==> config.mk <==
export PLATFORM = sky130hd
export DESIGN_NAME = mult_product_accumulator
export DESIGN_NICKNAME = d
export VERILOG_FILES = /design/src/rtl/mult_product_accumulator.sv
export SDC_FILE = /design/constraint.sdc
export NUM_CORES = 1
export LEC_CHECK = 0
export CAP_MARGIN = 20
export CELL_PAD_IN_SITES_DETAIL_PLACEMENT = 0
export CELL_PAD_IN_SITES_GLOBAL_PLACEMENT = 1
export CORE_ASPECT_RATIO = 0.8
export CORE_MARGIN = 10
export CORE_UTILIZATION = 35
export DETAILED_ROUTE_END_ITERATION = 10
export DONT_BUFFER_PORTS = 1
export GPL_ROUTABILITY_DRIVEN = 0
export PLACE_DENSITY_LB_ADDON = 0.1
export SLEW_MARGIN = 30
export SYNTH_ARGS = -nofsm -noshare
export SYNTH_HDL_FRONTEND = slang
export SYNTH_SLANG_ARGS = --single-unit
==> constraint.sdc <==
create_clock -name clk -period 2.5 [get_ports clk]
set_input_delay 0.375 -clock clk [delete_from_list [all_inputs] [get_ports clk]]
set_output_delay 0.375 -clock clk [all_outputs]
set_load 0.005 [all_outputs]
==> src/rtl/mult_product_accumulator.sv <==
// -----------------------------------------------------------------------------
// mult_product_accumulator
//
// Sequential stage behind the 4-bit array multiplier. It sums a frame of
// consecutive 8-bit products into a wide saturating accumulator and emits one
// result per frame.
//
// Handshake: a transfer happens on a rising clk edge when valid && ready are
// both high. The producer holds data stable while valid is high and ready is
// low. Ready never waits for valid. Valid never drops without a transfer.
//
// Ports:
//   clk        rising-edge clock
//   rst_n      asynchronous active-low reset
//   p_in       unsigned product from the multiplier
//   p_valid    p_in valid this cycle
//   p_last     p_in is the final term of the frame (qualified by p_valid)
//   p_ready    stage accepts a product this cycle
//   acc_out    frame sum (saturated to all-ones on overflow)
//   acc_terms  number of products summed into acc_out
//   acc_ovf    frame sum exceeded ACC_W bits
//   acc_trunc  frame closed at MAX_TERMS without p_last
//   acc_valid  result outputs valid
//   acc_ready  downstream accepts the result
//   dbg_state  debug view of the FSM (0 = COLLECT, 1 = HOLD)
// -----------------------------------------------------------------------------
module mult_product_accumulator #(
   parameter int ACC_W     = 12,   // must be >= 8
   parameter int MAX_TERMS = 16,
   parameter int CNT_W     = $clog2(MAX_TERMS + 1)
) (
   input  logic             clk,
   input  logic             rst_n,
   input  logic [7:0]       p_in,
   input  logic             p_valid,
   input  logic             p_last,
   output logic             p_ready,
   output logic [ACC_W-1:0] acc_out,
   output logic [CNT_W-1:0] acc_terms,
   output logic             acc_ovf,
   output logic             acc_trunc,
   output logic             acc_valid,
   input  logic             acc_ready,
   output logic             dbg_state
);

   typedef enum logic {
      COLLECT = 1'b0,
      HOLD    = 1'b1
   } state_t;

   localparam logic [CNT_W-1:0] MAX_CNT = CNT_W'(MAX_TERMS);

   state_t           state_q, state_d;
   logic [ACC_W-1:0] sum_q, sum_d;
   logic [CNT_W-1:0] cnt_q, cnt_d;
   logic             ovf_q, ovf_d;
   logic [ACC_W-1:0] out_q, out_d;
   logic [CNT_W-1:0] terms_q, terms_d;
   logic             out_ovf_q, out_ovf_d;
   logic             trunc_q, trunc_d;

   logic             accept;
   logic             handoff;
   logic             close;
   logic [ACC_W:0]   nxt;
   logic             sat;
   logic [ACC_W-1:0] sum_new;
   logic [CNT_W-1:0] cnt_inc;

   // Combinational pass-through of acc_ready lets a new frame close in the
   // same cycle the previous result is handed off, so there is no bubble.
   assign p_ready = (state_q == COLLECT) || acc_ready;
   assign accept  = p_valid && p_ready;
   assign handoff = (state_q == HOLD) && acc_ready;

   // One extra bit catches the carry. Once a frame has overflowed it stays
   // pinned at all-ones until the frame closes.
   assign nxt     = {1'b0, sum_q} + {{(ACC_W - 7){1'b0}}, p_in};
   assign sat     = nxt[ACC_W] || ovf_q;
   assign sum_new = sat ? {ACC_W{1'b1}} : nxt[ACC_W-1:0];
   assign cnt_inc = cnt_q + CNT_W'(1);
   assign close   = accept && (p_last || (cnt_inc == MAX_CNT));

   always_comb begin
      state_d   = state_q;
      sum_d     = sum_q;
      cnt_d     = cnt_q;
      ovf_d     = ovf_q;
      out_d     = out_q;
      terms_d   = terms_q;
      out_ovf_d = out_ovf_q;
      trunc_d   = trunc_q;

      if (close) begin
         out_d     = sum_new;
         terms_d   = cnt_inc;
         out_ovf_d = sat;
         trunc_d   = !p_last;
         state_d   = HOLD;
         sum_d     = '0;
         cnt_d     = '0;
         ovf_d     = 1'b0;
      end else begin
         if (accept) begin
            sum_d = sum_new;
            cnt_d = cnt_inc;
            ovf_d = sat;
         end
         if (handoff) begin
            state_d = COLLECT;
         end
      end
   end

   always_ff @(posedge clk or negedge rst_n) begin
      if (!rst_n) begin
         state_q   <= COLLECT;
         sum_q     <= '0;
         cnt_q     <= '0;
         ovf_q     <= 1'b0;
         out_q     <= '0;
         terms_q   <= '0;
         out_ovf_q <= 1'b0;
         trunc_q   <= 1'b0;
      end else begin
         state_q   <= state_d;
         sum_q     <= sum_d;
         cnt_q     <= cnt_d;
         ovf_q     <= ovf_d;
         out_q     <= out_d;
         terms_q   <= terms_d;
         out_ovf_q <= out_ovf_d;
         trunc_q   <= trunc_d;
      end
   end

   assign acc_out   = out_q;
   assign acc_terms = terms_q;
   assign acc_ovf   = out_ovf_q;
   assign acc_trunc = trunc_q;
   assign acc_valid = (state_q == HOLD);
   assign dbg_state = state_q;

endmodule

# Word-level counts from Yosys, hierarchy flattened
# Cells that the tools add are included.
# word_totals
ff_bits	38
in_bits	13
out_inout_bits	22
wordCells	30
# op_classes
add_sub_neg	2
eq_ne	1
muxes	9
bitwise	1
n_reduce_logical	9
# op_table
operator	count
12-bit two-way mux	3
12-bit by 8-bit adder with 13-bit output	1
5-bit two-way mux	2
5-bit by 1-bit adder with 5-bit output (second input constant)	1
5-bit equality test (second input constant)	1
1-bit two-way mux	4
2-bit nonzero test	2
1-bit logical AND	3
1-bit logical OR	3
1-bit zero test	1
1-bit inverter	1

# Logic depth before layout (Yosys ltp)
# Gate-level depths: netlist of the first run.
# logic_depth
word_depth	5
ltp_mapped	8
mapped_depth_nobuf	7

# Worst setup path after synthesis of the first run
# OpenSTA, ideal clock, no wires.
# synth_timing
path_kind	input port to flip-flop
start	input port p_in[0]
end	register out_q[11], in the netlist acc_out[11]
setup_time_ns	0.128
arrival_ns	2.067
required_time_ns	2.372
path_slack_ns	0.305
cell_stages	8
path_buffers	1
cell_sequence	ha_1 > fa_1 > a211oi_1 > o211ai_1 > and2_1 > clkbuf_1 > o32ai_1 > a21oi_1
# synth_via
elab_chain_cells	3
# synth_lines
element	line	rtl
start: declaration	34	input logic [7:0] p_in,
12-bit by 8-bit adder with 13-bit output (*)	79	assign nxt = {1'b0, sum_q} + {{(ACC_W - 7){1'b0}}, p_in};
1-bit logical OR	80	assign sat = nxt[ACC_W] || ovf_q;
12-bit two-way mux (*)	81	assign sum_new = sat ? {ACC_W{1'b1}} : nxt[ACC_W-1:0];
end signal: assignment	131	out_q <= out_d;
end: declaration	58	logic [ACC_W-1:0] out_q, out_d;
# Mark *: on every way between the ends. The rest lies on a longest branch, timed or not.
# A chain may end at the register's enable or synchronous reset.

# Worst setup path after layout of the first run
# layout_timing
start	register sum_q[0]
end	register out_q[11], in the netlist acc_out[11]
# layout_via
elab_chain_cells	3
# layout_lines
element	line	rtl
start: declaration	55	logic [ACC_W-1:0] sum_q, sum_d;
start signal: assignment	128	sum_q <= sum_d;
12-bit by 8-bit adder with 13-bit output (*)	79	
1-bit logical OR	80	
12-bit two-way mux (*)	81	
# Marked as above.

==> results.md, run 1 <==
* Run status: completed
* Total Nets Final at 251
* Vertical die dimension at 89.6 um
* Cell Pwr Density at 1070 nW/um2
* Seq/Total Area, Yosys at 0.449
* Slew @ Worst Pin at 0.502 ns
* Routed wire length at 5210 um
* Top cell type's share of synthesized area at 0.449
* Number of pins exceeding their max-slew limit in the final report at 0
* Critical path launch point type: flip-flop
* H-tree levels at 2
* Final hold slack at 0.168 ns
* Area of the mapped netlist at 2120 um2
* Total gr overflow at 0
* Initial Util at 0.360
* Clock tree from TritonCTS: yes
* EDFF count, synth at 0
* Max Clock Skew at 0.00426 ns
* Setup repair after global routing missed its margin: no
* CP Capture Type: flip-flop
* Largest area contributor in the netlist: dfrtp_1
* IO Pins at 35
* Clock root buffer: clkbuf_8
* Number of endpoints with negative hold slack in the final report at 0
* Synthesized net count at 247
* Design area at 2340 um2
* Clock transition at the register clock pins on the worst setup and hold paths after CTS at 0.08 ns
* Num rows at 25
* Die area at 9590 um2
* Cells after synthesis at 223
* Number of max-cap violations at 0
* Vias after detailed routing at 1,644
* Minimum clock period after layout at 2.32 ns
* Worst Hold Class: in -> reg
* Clock latency at the later pin of the worst-skew pair at 0.29 ns
* Instance area at placement at 2200 um2
* GRT Overall Usage at 0.111
* Vias per std cell at 5.32
* List of most frequent post-synthesis cells: dfrtp_1, nor2_1, a21oi_1
* Bufs on Longest Clock Path at 2
* Number of distinct library cells after synthesis at 46
* Count of nets left with antenna violations after detail routing at 0
* Share of final-layout standard cells stronger than drive strength 1 at 0.0921
* Leading post-synthesis cells by cell area: dfrtp_1, ha_1, a21oi_1
* Most numerous cell in the Yosys netlist: dfrtp_1
* Maximum VDD drop at 0.310 mV
* #FFs+latches synth at 38
* 1st-iter DRT viols at 66
* Async S/R FF share, synth at 1.00
* Pwr Total at 2.50 mW
* Remaining routing DRC violations at 0
* Crit path DAT at 2.49 ns
* Antenna cell count at 0
* Non-filler cells, final at 309
* Slack of the worst reg-to-reg path at 0.18 ns
* Die Wd at 107 um
* Placed insts at 299
* Post-DP HPWL at 3900 um
* Largest net degree at the start of global routing at 39
* Average size of a mapped cell at 9.50 um2
* Setup bufs post-CTS at 0
* Ys Warns at 0
* Worst path required time at 2.67 ns
* Number of search-and-repair iterations in the first detailed-routing pass at 4
* Number of buffers created by CTS at 5
* Flip-flop cell with the highest count after synthesis: dfrtp_1
* Core outline area at 5880 um2
* Fin crit share at 0.928
* Buffers added on ports at 0
* Setup Crit Path Kind: reg -> reg
* Global-route wire length before repair at 8510 um
* Initial antenna violation count at 0
* Synthesis-to-finish area growth at 10.4%
* Achievable Freq at 0.431 GHz
* # setup viols final at 0
* Number of global-route vias before repair at 1,638
* CP max FO at 5
* Clock sink count at 38
* Routed WL per cell at 16.9 um
* Leak at 1.00 nW
* Setup TNS after final layout at 0 ns
* Worst relative slew slack at 0.664
-- report_power, final --
| part | leakage [nW] | internal (mW) | switching [mW] | total (mW) |
|---|---|---|---|---|
| logic | 0.477 | 0.390 | 0.543 | 0.933 |
| clock network | 0.0579 | 0.294 | 0.227 | 0.521 |
| registers | 0.466 | 0.840 | 0.206 | 1.05 |
| total | 1.00 | 1.52 | 0.977 | 2.50 |
-- layout make-up --
cell class                      count  area (um2)
Clock buffer                        5        68.8
Clock inverter                      3        40.0
Fill cell                         613        3540
Inverter                            4        15.0
Multi-Input combinational cell    171        1100
Sequential cell                    38         951
Tap cell                           81         101
Timing Repair Buffer                7        67.6
-- cell usage in the layout, fill, tap and decap left out, types with 2 or more instances in the layout --
| cell | n |
|---|---|
| a211o_1 | 2 |
| a211oi_1 | 4 |
| a21o_1 | 4 |
| a21oi_1 | 24 |
| and2_1 | 5 |
| and3_1 | 3 |
| buf_4 | 5 |
| clkbuf_8 | 5 |
| clkinv_2 | 2 |
| dfrtp_1 | 38 |
| ha_1 | 10 |
| inv_1 | 4 |
| nand2_1 | 23 |
| nand2b_1 | 4 |
| nand3_1 | 3 |
| nand4_1 | 2 |
| nor2_1 | 25 |
| o211ai_1 | 3 |
| o21a_1 | 2 |
| o21ai_0 | 11 |
| o21ai_1 | 8 |
| o22a_1 | 3 |
| o31a_1 | 3 |
| o31ai_1 | 3 |
| xnor2_1 | 6 |
| xor2_1 | 4 |
-- cells by family after synthesis --
group	after synthesis	share of synthesized area
AOI/OAI and AO/OA	75	0.232
and+or+nand+nor	72	0.156
DFF	38	0.449
buffers and inverters	14	0.0366
adders and majority gates	11	0.0685
xor gates and xnor gates	10	0.0413
muxes	3	0.0165
-- per-layer routing --
metal,up-vias,GRT usage,wire (um)
met5,-,0,0
met4,0,0.0270,38
met3,5,0.0364,269
met2,29,0.177,2450
met1,805,0.144,2450
li1,805,-,-
-- sequential cells by signal, indices dropped and copies added (netlist names) --
register   cells
acc_trunc      1
cnt_q          5
ovf_q          1
acc_out       12
acc_ovf        1
sum_q         12
acc_terms      5
acc_valid      1
-- metrics by stage --
| stage | setup slack (ns) | util |
|---|---|---|
| floorplan | 0.305 | - |
| global placement | 0.200 | 0.373 |
| detailed placement | 0.153 | 0.373 |
| CTS | 0.153 | 0.397 |
| global route | 0.0284 | 0.398 |
| finish | 0.181 | 0.398 |
-- critical path: stages, from the launching register on --
cell and delay, ns:
dfrtp_1 0.38, ha_1 0.22, fa_1 0.43, a211oi_1 0.31, o211ai_1 0.20, and2_1 0.25
o32ai_1 0.31, a21oi_1 0.10
-- final timing paths --
kind	startpoint	to	depth (start not counted)
max in group asynchronous	rst_n	sum_q[0]	2
max reg2reg	sum_q[0]	acc_out[11]	7
min in group asynchronous	rst_n	acc_trunc	2
min	p_last	acc_trunc	1
min reg2reg	sum_q[0]	sum_q[0]	2
max	sum_q[0]	acc_out[11]	7
-- repair_timing --
item / 4_1_cts / 5_1_grt
hold endpoints to repair: 38 / 0
endpoints found under the setup margin: 0 / 1
hold buffers: 2 / 0
resized for setup: 0 / 1
Power figures use the tool's default switching activity.
==> run 2: changes to the inputs <==
--- a/config.mk
+++ b/config.mk
@@ -5,6 +5,7 @@
 export SDC_FILE = /design/constraint.sdc
 export NUM_CORES = 1
 export LEC_CHECK = 0
+export BUFFER_PORTS_ARGS = -buffer_cell sky130_fd_sc_hd__buf_2
 export CAP_MARGIN = 20
 export CELL_PAD_IN_SITES_DETAIL_PLACEMENT = 0
 export CELL_PAD_IN_SITES_GLOBAL_PLACEMENT = 1
@@ -12,7 +13,6 @@
 export CORE_MARGIN = 10
 export CORE_UTILIZATION = 35
 export DETAILED_ROUTE_END_ITERATION = 10
-export DONT_BUFFER_PORTS = 1
 export GPL_ROUTABILITY_DRIVEN = 0
 export PLACE_DENSITY_LB_ADDON = 0.1
 export SLEW_MARGIN = 30
==> run 2 against run 1 <==
  * Combinational power grew 20%
  * Largest power group is now combinational cells
  * Cell count grew 11%
  * Die area is the same
  * Clock power shrank 0.8%
  * Clock skew grew 0.0048 ns
  * Global-route usage grew 0.31 points
  * Wire length shrank 1.2%
  * First-iteration DRC count shrank 24%
  * Hold slack lost 0.12 ns
  * Setup slack gained 0.014 ns
  * Power grew 4.9%
  * Clock-buffer cell count grew 2
==> results.md, run 2 (same netlist as run 1, synthesis figures left out) <==
* Run status: completed
* Instance area at placement at 2370 um2 (+8.1%)
* Storage element area at 951 um2 (unchanged)
* Final core utilization at 0.424 (+0.0260)
* Gate power share at 0.425 (+0.052)
* Max Clock Skew at 0.00903 ns (+0.00478 ns)
* GRT Overall Usage at 0.114 (+0.00312)
* DR WL met3 at 241 um (-10%)
* Worst path required time at 2.67 ns (about the same)
* Number of max-cap violations at 0 (unchanged)
* Number of search-and-repair iterations in the first detailed-routing pass at 4 (unchanged)
* Clock power share at 0.197 (-0.011)
* Post-DP HPWL at 3920 um (+0.58%)
* Clock transition at the register clock pins on the worst setup and hold paths after CTS at 0.08 ns (about the same)
* Most common cell after layout, fill and taps aside: dfrtp_1
* Remaining routing DRC violations at 0 (unchanged)
* # setup viols final at 0 (unchanged)
* Sequential share of power at 0.378 (-0.040)
* CP max FO at 5 (unchanged)
* Worst relative slew slack at 0.670 (+0.00614)
* Clock root buffer: clkbuf_8
* Antenna cell count at 0 (unchanged)
* Vertical die dimension at 89.6 um (unchanged)
* Crit path DAT at 2.47 ns (-0.02 ns)
* Switching power of the nets at 0.994 mW (+1.8%)
* Fin crit share at 0.922 (-0.00577)
* Setup Crit Path Kind: reg -> reg
* Vias per std cell at 4.96 (-6.7%)
* Num rows at 25 (unchanged)
* Cell Pwr Density at 1050 nW/um2 (-1.5%)
* Highest-count cells in the layout ignoring fill and taps: dfrtp_1, buf_2, nor2_1
* Leak at 1.12 nW (+12%)
* Worst flop-to-flop path endpoint: acc_out[11]
* Buffers added on ports at 34 (+34)
* Worst Hold Class: in -> async
* Slew @ Worst Pin at 0.495 ns (-0.00618 ns)
* Initial Util at 0.360 (unchanged)
* Vias after detailed routing at 1,698 (+3.3%)
* CP Capture Type: flip-flop
* Top routing layer used: met4
* Setup TNS after final layout at 0 ns (unchanged)
* Design area at 2490 um2 (+6.5%)
* Number of buffers created by CTS at 5 (unchanged)
* Global-route wire length before repair at 8820 um (+3.7%)
* Maximum VDD drop at 0.331 mV (+6.5%)
* Synthesis-to-finish area growth at 17.7%
* 1st-iter DRT viols at 50 (-24%)
* Critical path launch point type: flip-flop
* Number of global-route vias before repair at 1,779 (+8.6%)
* Clock latency at the later pin of the worst-skew pair at 0.29 ns (about the same)
* Largest net degree at the start of global routing at 39 (unchanged)
* Total gr overflow at 0 (unchanged)
* Placed insts at 334 (+12%)
* Number of pins exceeding their max-slew limit in the final report at 0 (unchanged)
* FILL cells at 616 (+0.49%)
* Minimum clock period after layout at 2.30 ns (-0.0144 ns)
* Setup repair after global routing missed its margin: no
* Pint at 1.63 mW (+6.9%)
* H-tree levels at 2 (unchanged)
* Non-filler cells, final at 342 (+11%)
* Clock sink count at 38 (unchanged)
* Share of final-layout standard cells stronger than drive strength 1 at 0.207 (+0.115)
* Initial antenna violation count at 0 (unchanged)
* Achievable Freq at 0.434 GHz (+0.63%)
* Routed met2 length at 2280 um (-7.0%)
* Total Nets Final at 284 (+13%)
* Pwr Total at 2.62 mW (+4.9%)
* Slack of the worst reg-to-reg path at 0.20 ns (about the same)
* Count of nets left with antenna violations after detail routing at 0 (unchanged)
* Bufs on Longest Clock Path at 2 (unchanged)
* Die Wd at 107 um (unchanged)
* Area of the multi-input gates at 1100 um2 (+0.46%)
* Clock tree from TritonCTS: yes
* Die area at 9590 um2 (unchanged)
* Sum of routed wire segments on met1 at 2600 um (+6.3%)
* Number of endpoints with negative hold slack in the final report at 0 (unchanged)
* Count of cells along the worst register-to-register path at 7 (unchanged)
* Fraction of power spent switching nets at 0.379 (-0.0117)
* Routed wire length at 5150 um (-1.2%)
* Core outline area at 5880 um2 (unchanged)
* Routed WL per cell at 15.1 um (-11%)
* IO Pins at 35 (unchanged)
* RR Startpoint: sum_q[0]
## run 2: cell count changes in the layout (fill, tap and decap cells not counted)
cell | previous run | this run
buf_12 | 1 | 0
clkbuf_1 | 0 | 2
clkinv_2 | 2 | 0
buf_4 | 5 | 7
a211oi_2 | 0 | 1
a211oi_1 | 4 | 3
dlygate4sd3_1 | 1 | 0
buf_2 | 0 | 33
## run 2: how the worst max path moves through the flow
stage | cells after the start | slack (ns) | start | end
floorplan | 8 | 0.30 | p_in[0] | acc_out[11]
global placement | 8 | 0.12 | p_in[0] | acc_out[11]
detailed placement | 8 | 0.09 | p_in[0] | acc_out[8]
CTS | 7 | 0.18 | sum_q[0] | acc_out[8]
global route | 7 | 0.02 | sum_q[0] | acc_out[11]
finish | 7 | 0.20 | sum_q[0] | acc_out[11]
## run 2: power groups by stage
stage / combinational [mW] / sequential [mW] / clock [mW]
3_3_place_gp: 1.14 / 1.01 / 0
3_5_place_dp: 1.12 / 1.00 / 0
5_1_grt: 1.29 / 1.03 / 0.569
2_1_floorplan: 0.744 / 0.990 / 0
6_report: 1.12 / 0.992 / 0.517
4_1_cts: 1.12 / 0.995 / 0.528
## run 2: layout make-up
type | count | share of cell area
Clock buffer | 7 | 0.0306
Sequential cell | 38 | 0.381
Inverter | 4 | 0.00602
Tap cell | 81 | 0.0406
Timing Repair Buffer | 40 | 0.0873
Multi-Input combinational cell | 171 | 0.442
Clock inverter | 1 | 0.0120
## run 2: routing by layer
layer,track usage,vias to the layer above
li1,-,872
met1,0.154,798
met2,0.176,26
met3,0.0321,2
met4,0.0307,0
met5,0,-
## run 2: timing repair
item / CTS / global route
hold buffers: 0 / 0
gates resized for setup: 0 / 2
setup buffers: 0 / 0
setup endpoints to repair: 0 / 5
## run 2: per-stage QoR
step	setup slack (ns)	hold slack, ns
floorplan	0.305	0.0794
global placement	0.124	0.469
detailed placement	0.0858	0.479
CTS	0.182	0.244
global route	0.0152	0.0809
finish	0.195	0.0526
## run 2: critical path: stages, from the launching register on
cell and delay, ns:
dfrtp_1 0.39, ha_1 0.22, fa_1 0.42, a211oi_2 0.26, o211ai_1 0.20, and2_1 0.26, o32ai_1 0.33, a21oi_1 0.11
==> run 3: changes to the inputs <==
--- a/config.mk
+++ b/config.mk
@@ -7,14 +7,11 @@
 export LEC_CHECK = 0
 export BUFFER_PORTS_ARGS = -buffer_cell sky130_fd_sc_hd__buf_2
 export CAP_MARGIN = 20
-export CELL_PAD_IN_SITES_DETAIL_PLACEMENT = 0
-export CELL_PAD_IN_SITES_GLOBAL_PLACEMENT = 1
 export CORE_ASPECT_RATIO = 0.8
 export CORE_MARGIN = 10
 export CORE_UTILIZATION = 35
 export DETAILED_ROUTE_END_ITERATION = 10
 export GPL_ROUTABILITY_DRIVEN = 0
-export PLACE_DENSITY_LB_ADDON = 0.1
 export SLEW_MARGIN = 30
 export SYNTH_ARGS = -nofsm -noshare
 export SYNTH_HDL_FRONTEND = slang
==> run 3 against run 2 <==
  * Via count grew 2.1%
  * Cell count is the same
  * Sequential share of layout area shrank 0.47 points
  * Hold slack worse by 0.0014 ns
  * Clock-buffer cell count fell by 1
  * Power is 3.7% higher
  * Non-clock buffer count is the same
  * Clock skew shrank 0.0033 ns
  * Critical endpoint unchanged
  * Largest power group unchanged
==> results.md, run 3 (same netlist as run 1, synthesis figures left out) <==
* Run status: completed
* Routed WL per cell at 14.4 um (-4.1%)
* Initial Util at 0.360 (unchanged)
* Setup bufs post-CTS at 0 (unchanged)
* Setup repair after global routing missed its margin: no
* Buffers added on ports at 34 (unchanged)
* Clock latency at the later pin of the worst-skew pair at 0.29 ns (about the same)
* Number of pins exceeding their max-slew limit in the final report at 0 (unchanged)
* Gate power share at 0.397 (-0.028)
* Maximum VDD drop at 0.376 mV (+14%)
* Crit path DAT at 2.48 ns (about the same)
* Share of final-layout standard cells stronger than drive strength 1 at 0.211 (+0.00383)
* Total Nets Final at 284 (unchanged)
* # setup viols final at 0 (unchanged)
* Switching power of the nets at 0.972 mW (-2.2%)
* Clock transition at the register clock pins on the worst setup and hold paths after CTS at 0.08 ns (about the same)
* CP Capture Type: flip-flop
* Critical path launch point type: flip-flop
* Max Clock Skew at 0.00577 ns (-0.00327 ns)
* Minimum clock period after layout at 2.30 ns (-0.00573 ns)
* Worst Hold Class: in -> async
* Setup TNS after final layout at 0 ns (unchanged)
* Core outline area at 5880 um2 (unchanged)
* Slew @ Worst Pin at 0.499 ns (+0.00342 ns)
* Sequential share of power at 0.364 (-0.014)
* IO Pins at 35 (unchanged)
* Number of max-cap violations at 0 (unchanged)
* Vias per std cell at 5.07 (+2.1%)
* Antenna cell count at 0 (unchanged)
* Num rows at 25 (unchanged)
* Remaining routing DRC violations at 0 (unchanged)
* Post-DP HPWL at 3700 um (-5.7%)
* Number of buffers created by CTS at 5 (unchanged)
* Achievable Freq at 0.435 GHz (+0.25%)
* Crit-path slowest cell: fa_1
* Start point of the critical path: sum_q[0]
* Fin crit share at 0.920 (-0.00229)
* Pwr Total at 2.72 mW (+3.7%)
* Bufs on Longest Clock Path at 2 (unchanged)
* Buffers & Inverters on Critical Path at 0 (unchanged)
* Number of global-route vias before repair at 1,714 (-3.7%)
* Synthesis-to-finish area growth at 19.1%
* GRT Overall Usage at 0.106 (-0.00847)
* Vias after detailed routing at 1,733 (+2.1%)
* H-tree levels at 2 (unchanged)
* Cell breakdown of the critical path: ha_1 > fa_1 > a211oi_1 > o211ai_1 > and2_1 > o32ai_1 > a21oi_1
* Leak at 1.14 nW (+1.7%)
* CP max FO at 5 (unchanged)
* Worst relative slew slack at 0.667 (-0.00228)
* Cell family with most CP delay: compound AO/OA/AOI/OAI gates
* Global-route wire length before repair at 8250 um (-6.4%)
* Clock sink count at 38 (unchanged)
* Clock tree from TritonCTS: yes
* Number of search-and-repair iterations in the first detailed-routing pass at 4 (unchanged)
* Routed wire length at 4940 um (-4.1%)
* 1st-iter DRT viols at 44 (-12%)
* Clock root buffer: clkbuf_8
* Pint at 1.75 mW (+7.2%)
* Count of nets left with antenna violations after detail routing at 0 (unchanged)
* Worst path required time at 2.68 ns (about the same)
* Setup Crit Path Kind: reg -> reg
* Crit-path max cell delay at 0.42 ns (about the same)
* Cell Pwr Density at 1080 nW/um2 (+2.4%)
* Die area at 9590 um2 (unchanged)
* Most common cell after layout, fill and taps aside: dfrtp_1
* Total gr overflow at 0 (unchanged)
* Die Wd at 107 um (unchanged)
* Fraction of power spent switching nets at 0.358 (-0.0213)
* Initial antenna violation count at 0 (unchanged)
* RR Startpoint: sum_q[0]
* Highest-count cells in the layout ignoring fill and taps: dfrtp_1, buf_2, nor2_1
* Largest net degree at the start of global routing at 39 (unchanged)
* Clock power share at 0.239 (+0.042)
* Vertical die dimension at 89.6 um (unchanged)
* Number of endpoints with negative hold slack in the final report at 0 (unchanged)
run 3: cell count changes in the layout (fill, tap and decap cells not counted):
| cell | before | now |
|---|---|---|
| clkbuf_8 | 5 | 6 |
| a211oi_2 | 1 | 0 |
| bufinv_16 | 1 | 2 |
| a211oi_1 | 3 | 4 |
| clkbuf_1 | 2 | 0 |
run 3: through the flow:
step	cell area, um2	hold slack [ns]	instances	util	setup WS, ns
6_report	2520	0.0512	342	0.429	0.201
3_3_place_gp	2370	0.474	334	0.404	0.148
3_5_place_dp	2370	0.483	334	0.404	0.0811
2_1_floorplan	2120	0.0794	223	-	0.305
4_1_cts	2520	0.234	342	0.428	0.181
5_1_grt	2520	0.0871	342	0.429	0.0177
run 3: power groups by stage:
| stage | combinational (mW) | sequential [mW] | clock [mW] |
|---|---|---|---|
| 2_1_floorplan | 0.744 | 0.990 | 0 |
| 3_3_place_gp | 1.08 | 0.998 | 0 |
| 3_5_place_dp | 1.09 | 1.00 | 0 |
| 4_1_cts | 1.10 | 0.992 | 0.665 |
| 5_1_grt | 1.24 | 1.03 | 0.688 |
| 6_report | 1.08 | 0.989 | 0.651 |
run 3: worst paths after layout:
check	endpoint	slack (ns)	cells past startpoint
max	acc_out[11]	0.20	7
max reg2reg	acc_out[11]	0.20	7
min	sum_q[5]	0.05	1
min reg2reg	sum_q[4]	0.49	2
max in group asynchronous	sum_q[7]	2.11	1
min in group clk	acc_trunc	0.34	2
run 3: layout make-up:
type	instances	area, um2
fill	609	3360
multi-input combinational	171	1100
sequential	38	951
timing repair buffer	40	218
tap	81	101
clock buffer	6	82.6
clock inverter	2	60.1
inverter	4	15.0
run 3: per-layer routing:
| layer | share of wire | vias up | global-route usage |
|---|---|---|---|
| li1 | - | 868 | - |
| met1 | 0.50 | 820 | 0.138 |
| met2 | 0.45 | 40 | 0.167 |
| met3 | 0.046 | 5 | 0.0278 |
| met4 | 0.0097 | 0 | 0.0368 |
| met5 | 0 | - | 0 |
run 3: repair_timing:
action                                  4_1_cts  5_1_grt
hold buffers                                  0        0
endpoints found under the setup margin        0        3
gates resized for setup                       0        1
hold endpoints to repair                      0        0
